**config.mk**
```make
export PLATFORM = sky130hd
export DESIGN_NAME = conv1d_mac_acc
export DESIGN_NICKNAME = d
export VERILOG_FILES = /design/src/rtl/conv1d_mac_acc_pkg.sv /design/src/rtl/conv1d_round_sat.sv /design/src/rtl/conv1d_mac_acc.sv
export SDC_FILE = /design/constraint.sdc
export NUM_CORES = 1
export LEC_CHECK = 0
export BUFFER_PORTS_ARGS = -buffer_cell sky130_fd_sc_hd__buf_2
export CAP_MARGIN = 20
export CORE_MARGIN = 2
export CORE_UTILIZATION = 26
export CTS_BUF_LIST = sky130_fd_sc_hd__clkbuf_2 sky130_fd_sc_hd__clkbuf_4 sky130_fd_sc_hd__clkbuf_8
export CTS_CLUSTER_DIAMETER = 150
export CTS_CLUSTER_SIZE = 16
export DETAILED_ROUTE_END_ITERATION = 7
export SYNTH_ARGS = -nofsm -noshare
export SYNTH_HDL_FRONTEND = slang
export SYNTH_HIERARCHICAL = 1
export SYNTH_SLANG_ARGS = --single-unit
```
**constraint.sdc**
```tcl
create_clock -name clk -period 10.5 [get_ports clk]
set_input_delay 0.525 -clock clk [delete_from_list [all_inputs] [get_ports clk]]
set_output_delay 0.525 -clock clk [all_outputs]
set_load 0.05 [all_outputs]
```
**src/rtl/conv1d_mac_acc_pkg.sv**
```systemverilog
// Shared build-time defaults for the conv1d MAC accumulate stage and its
// downstream bias/requant stages, plus small helpers used by the datapath.
package conv1d_mac_acc_pkg;

   // Output sample width; products are twice this wide.
   localparam int CONV_WIDTH_DATA = 16;
   // Products accumulated per output sample (legal 1..255).
   localparam int CONV_KERNEL_LEN = 3;
   // Accumulator width; must cover 2*WIDTH_DATA + clog2(KERNEL_LEN).
   localparam int CONV_ACC_WIDTH  = 40;
   // Fractional bits dropped at the output (legal 0..2*WIDTH_DATA-1).
   localparam int CONV_SHIFT      = 8;

   // Tap counter width: KERNEL_LEN <= 255 so indices fit in 8 bits.
   localparam int TAP_W = 8;

   // Smallest accumulator width that can never overflow for a kernel.
   function automatic int min_acc_width(input int width_data, input int kernel_len);
      return 2 * width_data + $clog2(kernel_len);
   endfunction

endpackage

```
**src/rtl/conv1d_round_sat.sv**
```systemverilog
// Round-half-up, arithmetic right shift and saturate an accumulator value
// down to a signed WIDTH_DATA sample. Purely combinational so the bias and
// requant stages can drop it into their own pipelines.
module conv1d_round_sat
   import conv1d_mac_acc_pkg::*;
#(
   parameter int ACC_WIDTH  = CONV_ACC_WIDTH,
   parameter int WIDTH_DATA = CONV_WIDTH_DATA,
   parameter int SHIFT      = CONV_SHIFT
) (
   input  logic signed [ACC_WIDTH-1:0]  x,
   output logic        [WIDTH_DATA-1:0] y,
   output logic                         sat
);

   // One guard bit so adding the rounding constant can never wrap.
   localparam int EW = ACC_WIDTH + 1;

   // Half an output LSB; zero when nothing is shifted out.
   localparam logic signed [EW-1:0] RND =
      (SHIFT > 0) ? (EW'(1) << ((SHIFT > 0) ? SHIFT - 1 : 0)) : '0;

   localparam logic signed [EW-1:0] MAXV =
      EW'((longint'(1) << (WIDTH_DATA - 1)) - longint'(1));
   localparam logic signed [EW-1:0] MINV =
      EW'(-(longint'(1) << (WIDTH_DATA - 1)));

   logic signed [EW-1:0] x_rnd;
   logic signed [EW-1:0] r;

   // Round, shift, then clip into the signed output range.
   always_comb begin
      x_rnd = $signed({x[ACC_WIDTH-1], x}) + RND;
      r     = x_rnd >>> SHIFT;
      y     = r[WIDTH_DATA-1:0];
      sat   = 1'b0;
      if (r > MAXV) begin
         y   = MAXV[WIDTH_DATA-1:0];
         sat = 1'b1;
      end else if (r < MINV) begin
         y   = MINV[WIDTH_DATA-1:0];
         sat = 1'b1;
      end
   end

endmodule

```
**src/rtl/conv1d_mac_acc.sv**
```systemverilog
// Final carry-propagate and accumulate stage of the conv1d MAC datapath.
// S1 resolves the compressor's (cout, sum) pair into a signed product, S2
// accumulates KERNEL_LEN products, and OUT holds the rounded, saturated
// result behind a valid/ready register. A single advance signal moves all
// stages together, so backpressure freezes the whole pipe.
module conv1d_mac_acc
   import conv1d_mac_acc_pkg::*;
#(
   parameter int WIDTH_DATA = CONV_WIDTH_DATA,
   parameter int KERNEL_LEN = CONV_KERNEL_LEN,
   parameter int ACC_WIDTH  = CONV_ACC_WIDTH,
   parameter int SHIFT      = CONV_SHIFT
) (
   input  logic                      clk,
   input  logic                      rst_n,
   input  logic                      clr,
   input  logic                      in_valid,
   output logic                      in_ready,
   input  logic [2*WIDTH_DATA-1:0]   in_cout,
   input  logic [2*WIDTH_DATA-1:0]   in_sum,
   output logic                      out_valid,
   input  logic                      out_ready,
   output logic [WIDTH_DATA-1:0]     out_data,
   output logic                      out_sat,
   output logic                      busy
);

   localparam int PW = 2 * WIDTH_DATA;
   localparam logic [TAP_W-1:0] LAST_TAP = TAP_W'(KERNEL_LEN - 1);

   logic                        advance;
   logic [PW-1:0]               p_in;
   logic [PW-1:0]               s1_p;
   logic                        s1_v;
   logic                        s1_last;
   logic [TAP_W-1:0]            tap_cnt;
   logic [TAP_W-1:0]            tap_after;
   logic signed [ACC_WIDTH-1:0] acc;
   logic signed [ACC_WIDTH-1:0] p_ext;
   logic signed [ACC_WIDTH-1:0] acc_sum;
   logic [WIDTH_DATA-1:0]       rs_y;
   logic                        rs_sat;
   logic                        out_load;

   // Handshake, product resolve and next-sum arithmetic.
   always_comb begin
      advance  = !out_valid || out_ready;
      // Carry column i weighs 2^(i+1); wrap modulo 2^PW like the adder would.
      p_in     = in_sum + (in_cout << 1);
      p_ext    = {{(ACC_WIDTH - PW){s1_p[PW-1]}}, s1_p};
      // First tap of a sample starts fresh instead of adding to stale acc.
      acc_sum  = ((tap_cnt == '0) ? '0 : acc) + p_ext;
      // Tap index the incoming pair will have once S1 has drained into S2.
      if (s1_v)
         tap_after = s1_last ? '0 : tap_cnt + 1'b1;
      else
         tap_after = tap_cnt;
      out_load = advance && s1_v && s1_last && !clr;
      in_ready = advance;
      busy     = (tap_cnt != '0) || s1_v;
   end

   // S1: registered product with its valid and end-of-sample flag.
   always_ff @(posedge clk or negedge rst_n) begin
      if (!rst_n) begin
         s1_v    <= 1'b0;
         s1_last <= 1'b0;
         s1_p    <= '0;
      end else if (clr) begin
         s1_v    <= 1'b0;
         s1_last <= 1'b0;
      end else if (advance) begin
         s1_v    <= in_valid;
         s1_last <= (tap_after == LAST_TAP);
         if (in_valid)
            s1_p <= p_in;
      end
   end

   // S2: accumulator and tap counter; the last tap wraps the counter.
   always_ff @(posedge clk or negedge rst_n) begin
      if (!rst_n) begin
         acc     <= '0;
         tap_cnt <= '0;
      end else if (clr) begin
         acc     <= '0;
         tap_cnt <= '0;
      end else if (advance && s1_v) begin
         acc     <= acc_sum;
         tap_cnt <= s1_last ? '0 : tap_cnt + 1'b1;
      end
   end

   conv1d_round_sat #(
      .ACC_WIDTH  (ACC_WIDTH),
      .WIDTH_DATA (WIDTH_DATA),
      .SHIFT      (SHIFT)
   ) u_round_sat (
      .x   (acc_sum),
      .y   (rs_y),
      .sat (rs_sat)
   );

   // OUT: result register; a load only happens while advance is high, so
   // an unconsumed result is never overwritten. clr leaves it untouched.
   always_ff @(posedge clk or negedge rst_n) begin
      if (!rst_n) begin
         out_valid <= 1'b0;
         out_data  <= '0;
         out_sat   <= 1'b0;
      end else if (out_load) begin
         out_valid <= 1'b1;
         out_data  <= rs_y;
         out_sat   <= rs_sat;
      end else if (out_ready) begin
         out_valid <= 1'b0;
      end
   end

endmodule

```
==> run metrics <==
status=finished, final reports clean; Peak supply drop=58.0 uV; final wirelength=25.1 mm; crit end category=register; Worst-path clk slew=120 ps; Final setup viols=0; cells on worst reg2reg path=22; commonest non-fill, non-tap cells in the layout=nand2_1 (141), a21oi_1 (102), dfrtp_1 (100); Die Y=195 um; maxcap violations=0; TritonCTS Buffers=9; TNS Setup=0 ps; H-tree levels=3; Slew Limit Fails=0; GRT Util Overall=0.134; Hold Buf Count CTS=0; number of global-route vias before repair=8288; dpl ws=~3900 ps; final hold slack=140 ps; commonest non-fill, non-tap cell in the layout=nand2_1; Internal Power=slightly above 0.7 mW; initial antenna violation count=0; Switch Pwr=0.545 mW; DRT iter0 DRCs=between 500 and 600; critical path required time=10810 ps; Placeable Area=35700 um2; Fmax achieved=149 MHz; DR vias/cell=5.23; sequential power share=0.367; # diodes=0; Fill cells=around 3900; fin crit period=6720 ps; Power Density=120 nW/um2; Switching Fraction=0.431; Worst Hold Class=input port to async pin; final core occ=0.294; Yosys warnings=6; Worst-Margin Slew=a little over 900 ps; CTS Buffer Depth=2; die area=38000 um2; GPL Wtd Cong=between 0.8 and 0.9; fin crit share=0.640; crit path DAT=7020 ps; Pleak=4.73 nW; Comb pwr share=0.429; Avg Synthesized Cell Area=8.08 um2; number of buffers added for setup after CTS=0; largest net degree at the start of global routing=66; Routed WL per cell=approximately 15 um; synthesized cell area=9490 um2; r2r endpoint=out_sat; Ports=between 80 and 90; first-pass GRT wire length=42.5 mm; DRC=0; Row Count=69; clock sink count=100; Nets=1364; Worst-Skew Late Latency=410 ps; Worst Setup Path Type=register to register; dpl hpwl=18.9 mm; reg2reg setup slack=~3800 ps; PortBufs=slightly below 90; Routed Antenna Nets=0; Initial Utilization=0.265; post-cts resize count=0; Slew HR=0.377; clock power share=0.204; CTS tree=done; drt first pass iters=5; share of cells above drive strength 1=0.141; Syn Inst Count=1174; via count=8827; Post-Syn Nets=approximately 1300; RSZ-0062 raised after global routing=false; startpoint types=register; CP Max Fanout=43; setup ws final=3780 ps; Multi-input gate area=6640 um2; FF-to-FF Start=tap_cnt[4]; Area growth, synth to finish=10.9%; clk_skew=28.3 ps; clk root buf=clkbuf_8; Die Wd=195 um; Storage cell area=2500 um2; GRT overflow=0; final hold vios=0
==> area by class of cell <==
type                    instances  area share
repair buffers                 96      0.0480
multi-input cells             985       0.631
well taps                     461      0.0548
clock buffers                  10      0.0131
inverters                      29      0.0103
flip-flops and latches        100       0.238
clock inverters                 6     0.00523
==> per-stage QoR <==
step,power [mW],area [um2],cells
global placement,1.00,10300,1671
CTS,1.27,10500,1687
detailed placement,1.01,10300,1671
global route,1.36,10500,1687
floorplan,0.872,9490,1174
finish,1.27,10500,1687
==> power groups by stage <==
stage               clock network, mW  registers [mW]  logic [mW]
floorplan                           0           0.480       0.392
global placement                    0           0.471       0.534
detailed placement                  0           0.472       0.541
CTS                             0.266           0.464       0.544
global route                    0.281           0.471       0.608
finish                          0.259           0.464       0.544
==> layer usage <==
layer / wire (um) / GRT usage / vias up / part of all wire
met5: 0 / 0 / - / 0
met4: 461 / 0.0413 / 0 / 0.018
met3: 910 / 0.0159 / 31 / 0.036
met2: 10700 / 0.200 / 213 / 0.43
met1: 13000 / 0.199 / 4182 / 0.52
li1: - / - / 4401 / -
==> flip-flops by register name (all words and copies together) (netlist names) <==
signal and cells:
s1_p 32, out_sat 1, out_data 16, out_valid 1, tap_cnt 8, acc 40
s1_last 1, s1_v 1
==> critical path, cell delays in order, from the launching register on <==
cell and delay [ps]:
dfrtp_1 480, nor4_1 420, nand3_1 120, buf_4 280
and2_1 220, ha_1 210, inv_1 70, fa_1 200
and2b_1 210, o211ai_2 190, a31oi_1 210, o41ai_4 550
a21boi_0 220, o21ai_0 220, and2_1 320, nand3_1 240
or4_1 720, or3_1 360, a221o_1 380, nor4_4 270
nor2_2 210, o21bai_1 210, mux2_2 280
==> how the worst max path moves through the flow <==
stage | depth (start not counted) | startpoint | slack, ps | end
floorplan | 25 | tap_cnt[5] | 4780 | out_data[10]
global placement | 20 | tap_cnt[4] | 3890 | out_sat
detailed placement | 20 | tap_cnt[4] | 3850 | out_sat
CTS | 20 | tap_cnt[4] | 3810 | out_sat
global route | 21 | tap_cnt[4] | 3240 | out_data[1]
finish | 22 | tap_cnt[4] | 3780 | out_sat
Power figures use the tool's default switching activity.
